[config.mk]
export PLATFORM = sky130hd
export DESIGN_NAME = x2c_wr_arb_flat
export DESIGN_NICKNAME = d
export VERILOG_FILES = /design/src/rtl/x2c_wr_arb_if.sv /design/src/rtl/x2c_wr_arb.sv /design/src/flat_wrapper.sv
export SDC_FILE = /design/constraint.sdc
export NUM_CORES = 1
export LEC_CHECK = 0
export ABC_CLOCK_PERIOD_IN_PS = 5710
export BUFFER_PORTS_ARGS = -buffer_cell sky130_fd_sc_hd__buf_2
export CAP_MARGIN = 40
export CORE_AREA = 3 3 381 383
export CTS_BUF_LIST = sky130_fd_sc_hd__clkbuf_4
export DETAILED_ROUTE_END_ITERATION = 16
export DIE_AREA = 0 0 384 386
export SYNTH_ARGS = -nofsm -noshare
export SYNTH_HDL_FRONTEND = slang
export SYNTH_SLANG_ARGS = --single-unit
[constraint.sdc]
create_clock -name clk -period 5.71 [get_ports clk]
set_clock_uncertainty 0.1 [all_clocks]
set_input_delay 0.2855 -clock clk [delete_from_list [all_inputs] [get_ports clk]]
set_output_delay 0.2855 -clock clk [all_outputs]
set_load 0.005 [all_outputs]
[src/rtl/x2c_wr_arb_if.sv]
// Bundle of requester, x2c write and FIFO-tap signals for the x2c write arbiter.
// master = requesters/x2c side, slave = the arbiter.
interface x2c_wr_arb_if;
    logic [1:0]   rq_req;
    logic [1:0]   rq_vld;
    logic [1:0]   rq_eop;
    logic [255:0] rq0_data;
    logic [255:0] rq1_data;
    logic [31:0]  rq0_ctrl;
    logic [31:0]  rq1_ctrl;
    logic [31:0]  rq0_bcnt;
    logic [31:0]  rq1_bcnt;
    logic [1:0]   rq_rdy;
    logic [1:0]   rq_gnt;
    logic         x_rd_en;
    logic         x_bcnt_rd;
    logic         x_we;
    logic [255:0] data_out;
    logic [31:0]  ctrl_out;
    logic [31:0]  x_byte_cnt;
    logic         x_bcnt_we;

    modport master (
        output rq_req, rq_vld, rq_eop, rq0_data, rq1_data, rq0_ctrl, rq1_ctrl,
               rq0_bcnt, rq1_bcnt, x_rd_en, x_bcnt_rd,
        input  rq_rdy, rq_gnt, x_we, data_out, ctrl_out, x_byte_cnt, x_bcnt_we
    );

    modport slave (
        input  rq_req, rq_vld, rq_eop, rq0_data, rq1_data, rq0_ctrl, rq1_ctrl,
               rq0_bcnt, rq1_bcnt, x_rd_en, x_bcnt_rd,
        output rq_rdy, rq_gnt, x_we, data_out, ctrl_out, x_byte_cnt, x_bcnt_we
    );
endinterface

[src/rtl/x2c_wr_arb.sv]
// Two-requester packet-granular round-robin write arbiter feeding the x2c
// transmit buffer; grants only when x2c can absorb a maximum-size packet.
module x2c_wr_arb #(
    parameter int DATA_DEPTH    = 1024,
    parameter int BCNT_DEPTH    = 256,
    parameter int MAX_PKT_WORDS = 300
) (
    input logic          clk,
    input logic          reset_,
    x2c_wr_arb_if.slave  bus
);
    localparam int DOW = $clog2(DATA_DEPTH + 1);
    localparam int BOW = $clog2(BCNT_DEPTH + 1);
    localparam logic [DOW-1:0] DATA_LIMIT = DOW'(DATA_DEPTH - MAX_PKT_WORDS);
    localparam logic [BOW-1:0] BCNT_LIMIT = BOW'(BCNT_DEPTH);
    localparam logic [255:0]   IDLE_DATA  = {32{8'h07}};
    localparam logic [31:0]    IDLE_CTRL  = '1;

    typedef enum logic [2:0] {
        IDLE = 3'b001,
        XFER = 3'b010,
        GAP  = 3'b100
    } state_t;

    state_t          state, state_nxt;
    logic [1:0]      gnt;
    logic            owner;
    logic            last;
    logic [DOW-1:0]  data_occ;
    logic [BOW-1:0]  bcnt_occ;

    logic            space_ok;
    logic [1:0]      elig;
    logic            pick;
    logic [1:0]      rdy;
    logic            acc;
    logic            acc_eop;
    logic [255:0]    sel_data;
    logic [31:0]     sel_ctrl;
    logic [31:0]     sel_bcnt;

    logic            we_q;
    logic            bwe_q;
    logic [255:0]    data_q;
    logic [31:0]     ctrl_q;
    logic [31:0]     bcnt_q;

    // Ready is a pure decode of registered state, never of rq_vld.
    always_comb begin
        space_ok = (data_occ <= DATA_LIMIT) && (bcnt_occ < BCNT_LIMIT);
        elig     = bus.rq_req & {2{space_ok}};
        pick     = (elig == 2'b11) ? ~last : elig[1];
        rdy      = (state == XFER) ? gnt : 2'b00;
        acc      = |(bus.rq_vld & rdy);
        acc_eop  = |(bus.rq_vld & rdy & bus.rq_eop);
        sel_data = owner ? bus.rq1_data : bus.rq0_data;
        sel_ctrl = owner ? bus.rq1_ctrl : bus.rq0_ctrl;
        sel_bcnt = owner ? bus.rq1_bcnt : bus.rq0_bcnt;
    end

    always_comb begin
        state_nxt = state;
        case (state)
            IDLE:    if (|elig) state_nxt = XFER;
            XFER:    if (acc_eop) state_nxt = GAP;
            GAP:     state_nxt = IDLE;
            default: state_nxt = IDLE;
        endcase
    end

    always_ff @(posedge clk) begin
        if (!reset_) state <= IDLE;
        else         state <= state_nxt;
    end

    always_ff @(posedge clk) begin
        if (!reset_) begin
            gnt   <= '0;
            owner <= 1'b0;
            last  <= 1'b1;
        end else begin
            case (state)
                IDLE: if (|elig) begin
                    owner <= pick;
                    gnt   <= pick ? 2'b10 : 2'b01;
                end
                XFER: if (acc_eop) gnt <= '0;
                GAP:  last <= owner;
                default: gnt <= '0;
            endcase
        end
    end

    // Occupancy counts at accept, so words still in the output stage are included.
    always_ff @(posedge clk) begin
        if (!reset_)
            data_occ <= '0;
        else if (acc && !bus.x_rd_en)
            data_occ <= data_occ + DOW'(1);
        else if (!acc && bus.x_rd_en && (data_occ != '0))
            data_occ <= data_occ - DOW'(1);
    end

    always_ff @(posedge clk) begin
        if (!reset_)
            bcnt_occ <= '0;
        else if (acc_eop && !bus.x_bcnt_rd)
            bcnt_occ <= bcnt_occ + BOW'(1);
        else if (!acc_eop && bus.x_bcnt_rd && (bcnt_occ != '0))
            bcnt_occ <= bcnt_occ - BOW'(1);
    end

    always_ff @(posedge clk) begin
        if (!reset_ || !acc) begin
            we_q   <= 1'b0;
            bwe_q  <= 1'b0;
            data_q <= IDLE_DATA;
            ctrl_q <= IDLE_CTRL;
            bcnt_q <= '0;
        end else begin
            we_q   <= 1'b1;
            bwe_q  <= acc_eop;
            data_q <= sel_data;
            ctrl_q <= sel_ctrl;
            bcnt_q <= acc_eop ? sel_bcnt : '0;
        end
    end

    assign bus.rq_rdy     = rdy;
    assign bus.rq_gnt     = gnt;
    assign bus.x_we       = we_q;
    assign bus.x_bcnt_we  = bwe_q;
    assign bus.data_out   = data_q;
    assign bus.ctrl_out   = ctrl_q;
    assign bus.x_byte_cnt = bcnt_q;
endmodule

[src/flat_wrapper.sv]
// flat-port wrapper written by rule: the top's interface ports become plain ports
module x2c_wr_arb_flat 
#(
    parameter int DATA_DEPTH    = 1024,
    parameter int BCNT_DEPTH    = 256,
    parameter int MAX_PKT_WORDS = 300
)
  (clk, reset_, bus_rq_req, bus_rq_vld, bus_rq_eop, bus_rq0_data, bus_rq1_data, bus_rq0_ctrl, bus_rq1_ctrl, bus_rq0_bcnt, bus_rq1_bcnt, bus_x_rd_en, bus_x_bcnt_rd, bus_rq_rdy, bus_rq_gnt, bus_x_we, bus_data_out, bus_ctrl_out, bus_x_byte_cnt, bus_x_bcnt_we);
  x2c_wr_arb_if bus_i ();
  input logic clk;
  input logic reset_;
  input wire logic [$bits(bus_i.rq_req)-1:0] bus_rq_req;
  input wire logic [$bits(bus_i.rq_vld)-1:0] bus_rq_vld;
  input wire logic [$bits(bus_i.rq_eop)-1:0] bus_rq_eop;
  input wire logic [$bits(bus_i.rq0_data)-1:0] bus_rq0_data;
  input wire logic [$bits(bus_i.rq1_data)-1:0] bus_rq1_data;
  input wire logic [$bits(bus_i.rq0_ctrl)-1:0] bus_rq0_ctrl;
  input wire logic [$bits(bus_i.rq1_ctrl)-1:0] bus_rq1_ctrl;
  input wire logic [$bits(bus_i.rq0_bcnt)-1:0] bus_rq0_bcnt;
  input wire logic [$bits(bus_i.rq1_bcnt)-1:0] bus_rq1_bcnt;
  input wire logic [$bits(bus_i.x_rd_en)-1:0] bus_x_rd_en;
  input wire logic [$bits(bus_i.x_bcnt_rd)-1:0] bus_x_bcnt_rd;
  output wire logic [$bits(bus_i.rq_rdy)-1:0] bus_rq_rdy;
  output wire logic [$bits(bus_i.rq_gnt)-1:0] bus_rq_gnt;
  output wire logic [$bits(bus_i.x_we)-1:0] bus_x_we;
  output wire logic [$bits(bus_i.data_out)-1:0] bus_data_out;
  output wire logic [$bits(bus_i.ctrl_out)-1:0] bus_ctrl_out;
  output wire logic [$bits(bus_i.x_byte_cnt)-1:0] bus_x_byte_cnt;
  output wire logic [$bits(bus_i.x_bcnt_we)-1:0] bus_x_bcnt_we;
  assign bus_i.rq_req = bus_rq_req;
  assign bus_i.rq_vld = bus_rq_vld;
  assign bus_i.rq_eop = bus_rq_eop;
  assign bus_i.rq0_data = bus_rq0_data;
  assign bus_i.rq1_data = bus_rq1_data;
  assign bus_i.rq0_ctrl = bus_rq0_ctrl;
  assign bus_i.rq1_ctrl = bus_rq1_ctrl;
  assign bus_i.rq0_bcnt = bus_rq0_bcnt;
  assign bus_i.rq1_bcnt = bus_rq1_bcnt;
  assign bus_i.x_rd_en = bus_x_rd_en;
  assign bus_i.x_bcnt_rd = bus_x_bcnt_rd;
  assign bus_rq_rdy = bus_i.rq_rdy;
  assign bus_rq_gnt = bus_i.rq_gnt;
  assign bus_x_we = bus_i.x_we;
  assign bus_data_out = bus_i.data_out;
  assign bus_ctrl_out = bus_i.ctrl_out;
  assign bus_x_byte_cnt = bus_i.x_byte_cnt;
  assign bus_x_bcnt_we = bus_i.x_bcnt_we;
  x2c_wr_arb #(.DATA_DEPTH(DATA_DEPTH), .BCNT_DEPTH(BCNT_DEPTH), .MAX_PKT_WORDS(MAX_PKT_WORDS)) u_core (.clk(clk), .reset_(reset_), .bus(bus_i));
endmodule
==> metrics.md, run 1 <==
| Metric | Value |
|---|---|
| Post-Synthesis Cells | 1276 |
| Synthesized area per cell | 10.3 um2 |
| Post-CTS Setup Bufs | 0 |
| FP Rows | 138 |
| Main flop type after synthesis | dfxtp_1 |
| Post-synth EDFFs | 0 |
| First Err | [ERROR RSZ-0060] Max buffer count reached. |
| Register area share after synthesis | 53.3% |
| RePlAce Congestion | 0.877 |
| Cts hold-fix bufs | 856 |
| Max clock buf depth | 3 |
| Exit stage | clock tree synthesis (4_1_cts) |
| CTS buffer count | 99 |
| # IOs | 976 |
| Synth warnings | 0 |
| I/O Buffers | 975 |
| Synth cell types | 48 |
| Hpwl dp | 90.2 mm |
| PostCTS Resize Cnt | 0 |
| Initial Utilization | 9.25% |
| Synthesized cell area | 13100 um2 |
| Number of synthesized register bits | 349 |
| Die width | 384 um |
| Die H | 386 um |
| CTS Sinks | 349 |
| Ys async rst share | 0% |
| H-tree lvl count | 3 |
| Status | stopped before the end |
| Post-synthesis net count | 1944 |
| CTS root buf | clkbuf_4 |
==> logic make-up after synthesis <==
family	synth area share, %
adder cells (fa/ha/maj)	1.83
buffers and inverters	2.81
AND/OR/NAND/NOR	13.0
flip-flops	53.3
XOR/XNOR	0.868
AO/OA/AOI/OAI	3.22
multiplexers	25.0
==> per-stage QoR <==
step	cells	utilization [%]	area [um2]	setup slack [ns]
3_3_place_gp	4076	14.2	20200	2.38
2_1_floorplan	1276	-	13100	2.92
3_5_place_dp	4081	14.3	20200	2.27
==> Yosys cell counts, drive strengths merged, types with 3 or more instances <==
cell type    n  area, um2
dfxtp      349       6990
mux2i      327       3270
nor2       209        785
nand2      155        584
clkbuf      49        184
buf         26        124
nand3       17       85.1
ha          16        200
inv         16       60.1
o21ai       13       76.3
a21oi       10       50.1
xnor2        9       78.8
nor2b        7       43.8
a21boi       6       45.0
o21a         6       45.0
and2         5       31.3
o211ai       5       37.5
and3         4       25.0
nand2b       4       25.0
nor3         4       20.0
o22ai        4       25.0
xor2         4       35.0
nand3b       3       26.3
nor4         3       18.8
or3          3       18.8
==> run 2: changes to the inputs <==
--- a/config.mk
+++ b/config.mk
@@ -9,9 +9,9 @@
 export BUFFER_PORTS_ARGS = -buffer_cell sky130_fd_sc_hd__buf_2
 export CAP_MARGIN = 40
 export CORE_AREA = 3 3 381 383
-export CTS_BUF_LIST = sky130_fd_sc_hd__clkbuf_4
 export DETAILED_ROUTE_END_ITERATION = 16
 export DIE_AREA = 0 0 384 386
+export PLACE_DENSITY_LB_ADDON = 0.15
 export SYNTH_ARGS = -nofsm -noshare
 export SYNTH_HDL_FRONTEND = slang
 export SYNTH_SLANG_ARGS = --single-unit
==> run 2 against run 1 <==
Against the previous run:
- the run now ends clean
- synthesized cell count stayed put
- synthesized area stayed put
==> metrics.md, run 2 <==
| Metric | Value |
|---|---|
| Area grow syn2layout | 117% |
| CP Class | flop to flop |
| Most frequent cells in the layout | 975 x buf_2, 644 x dlygate4sd3_1, 348 x dfxtp_1, 327 x mux2i_1, 209 x nor2_1 |
| Hpwl dp | 70.5 mm (was 90.2 mm) |
| CTS root buf | clkbuf_16 (was clkbuf_4) |
| Period utilization | 61.1% |
| Number of synthesized register bits | 349 (unchanged) |
| CP Max Fanout | 18 |
| Power Density | 292 nW/um2 |
| Register area share after synthesis | 53.3% (unchanged) |
| Clock slew seen by the registers of the worst setup and hold paths | 0.06 ns |
| Hold Fails Final Rpt | 0 |
| Startpoint class of the critical path | flop |
| Min cycle time layout | 3.49 ns |
| Initial detailed-routing violation count | 447 |
| Post-synth EDFFs | 0 (unchanged) |
| Unrepaired setup endpoints after global routing | no |
| Largest cells by area after synthesis | dfxtp_1 53%, mux2i_1 25%, nor2_1 6.0% (unchanged) |
| Commonest cells in the netlist | 349 x dfxtp_1, 327 x mux2i_1, 209 x nor2_1 (unchanged) |
| CTS tree | yes |
| Final WL | 88.5 mm |
| Vias in the first global route | 16144 |
| Vias/cell | 3.20 |
| Maximum clock rate | 0.287 GHz |
| LEAKAGE | 0.0120 uW |
| Clock latency on the worst-skew pair | 0.61 ns |
| GRT Overall Usage | 11.2% |
| Post-Synthesis Cells | 1276 (unchanged) |
| Cell Chain, Critical Path | nor3b_4 > and2b_1 > nand2b_1 > ha_1 > nor2b_1 > o31a_1 > o31a_1 > o21a_1 > o21a_1 > o32ai_2 |
| Slew margin rel. | 22.1% |
| CORE AREA | 142000 um2 |
| Pins over their slew limit | 0 |
| Drt pass-1 iters | 4 |
| FP Rows | 138 (unchanged) |
| Final setup fails | 0 |
| Post-synth top area cell | dfxtp_1 (unchanged) |
| Overflow after GRT | 0 |
| ANT nets after route | 0 |
| Main flop type after synthesis | dfxtp_1 (unchanged) |
| H-tree lvl count | 2 (was 3) |
| Synth cell types | 48 (unchanged) |
| I/O Buffers | 975 (unchanged) |
| Worst-Margin Slew | 1.17 ns |
| Nets | 3551 |
| Synthesized area per cell | 10.3 um2 (unchanged) |
| Final worst setup slack | 2.22 ns |
| Die Area | 148000 um2 |
| Buf/Inv on CP | 0 |
| Setup TNS | 0 ns |
| Multi-input logic area | 5770 um2 |
| Worst slack, placed | 2.18 ns (was 2.27 ns) |
| Post-synthesis net count | 1944 (unchanged) |
| Most common cell after layout, fill and taps aside | buf_2 |
| Hold WC Path Type | primary input to flop |
| Arr. time, crit path | 3.90 ns |
| Initial antenna violation count | 72 |
| Synthesized cell area | 13100 um2 (unchanged) |
| Initial Utilization | 9.25% (unchanged) |
| Share of layout cells above drive strength 1 | 37.0% |
| Fillers | 15914 |
| Critical path's top delay family | simple AND/OR/NAND/NOR gates |
| Worst path max stage delay | 0.55 ns |
| Via count | 15480 |
| Reg area | 6990 um2 |
| Max cap viols | 0 |
| Synth warnings | 0 (unchanged) |
| Largest register FFs | 256 |
| Total power | 8280 uW |
| Drt wl/cell | 18.3 um |
| First-pass GRT wire length | 118 mm |
| # IOs | 976 (unchanged) |
| Most frequent cell after synthesis | dfxtp_1 (unchanged) |
| Peak supply drop | 184 uV |
| Max clock buf depth | 3 (unchanged) |
| Share of Yosys cell area claimed by the top area cell type | 53.3% (unchanged) |
| Slowest cell on the critical path | ha_1 |
| CTS buffer count | 49 (was 99) |
| WP data required | 6.12 ns |
| Post-CTS Setup Bufs | 0 (unchanged) |
| DRC | 0 |
| RePlAce Congestion | 0.754 (was 0.877) |
| Die H | 386 um (unchanged) |
| Die width | 384 um (unchanged) |
| Setup crit end kind | flop |
| Ys async rst share | 0% (unchanged) |
| CTS Sinks | 349 (unchanged) |
| Status | completed (was stopped before the end) |
| Largest net degree at the start of global routing | 138 |
==> run 2: cell counts after synthesis <==
No cell type changed its count.
==> run 2: worst paths after layout <==
path                                          from  cells after the start                        to  slack [ns]
worst max register to register     u_core.state[1]                     10        u_core.data_occ[8]        2.22
worst min-delay path             bus_rq0_data[224]                      3  u_core.bus.data_out[224]        0.07
worst min register to register  u_core.bcnt_occ[7]                      2        u_core.bcnt_occ[7]        0.40
worst max-delay path               u_core.state[1]                     10        u_core.data_occ[8]        2.22
==> run 2: worst reg2reg max path, stage by stage (launching register included) <==
cell	delay [ns]
dfxtp_1	0.38
nor3b_4	0.34
and2b_1	0.25
nand2b_1	0.47
ha_1	0.55
nor2b_1	0.16
o31a_1	0.27
o31a_1	0.29
o21a_1	0.19
o21a_1	0.17
o32ai_2	0.23
==> run 2: per-layer routing <==
metal	share of wire [%]	global-route usage (%)	wire, um	vias up
met3	8.2	3.92	7270	160
met5	0.064	0.231	57	-
met4	3.2	4.48	2800	10
met2	49	19.1	43300	623
li1	-	-	-	7558
met1	40	12.7	35000	7129
==> run 2: stage by stage <==
step                std cells  hold slack [ns]  instance area (um2)  util, %
floorplan                1276            0.310                13100        -
finish                   4843           0.0675                28400     20.0
CTS                      4810          0.00270                28300     20.0
detailed placement       4078            0.387                20200     14.3
global placement         4078            0.385                20200     14.3
global route             4828           0.0718                28400     20.0
==> run 2: cells by family (layout without fill, tap and decap cells) <==
kind of cell / after synthesis / count (layout) / share of synthesized area [%]
buf+inv: 91 / 1736 / 2.81
fa+ha+maj: 18 / 18 / 1.83
flops: 349 / 349 / 53.3
xor+xnor: 13 / 13 / 0.868
other cells: 0 / 32 / 0
simple gates: 418 / 418 / 13.0
mux: 327 / 327 / 25.0
compound gates: 60 / 60 / 3.22
==> run 2: where the power goes <==
part	switching (uW)	internal (uW)
sequential	97.0	2520
clock	1270	1910
combinational	1040	1450
total	2410	5880
==> run 2: final cells by class <==
cell class / count / area share (%)
Antenna cell: 32 / 0.282
Inverter: 16 / 0.229
Timing Repair Buffer: 1631 / 40.4
Clock buffer: 65 / 4.96
Tap cell: 1890 / 8.33
Clock inverter: 24 / 0.881
Multi-Input combinational cell: 836 / 20.3
Sequential cell: 349 / 24.6
==> run 2: repair_timing <==
item                                   4_1_cts  5_1_grt
hold buffers                               643        1
setup endpoints to repair                    0        0
resized for setup                            0        0
endpoints found under the hold margin      325        1
Note: power is estimated with default switching activity, not from simulation.
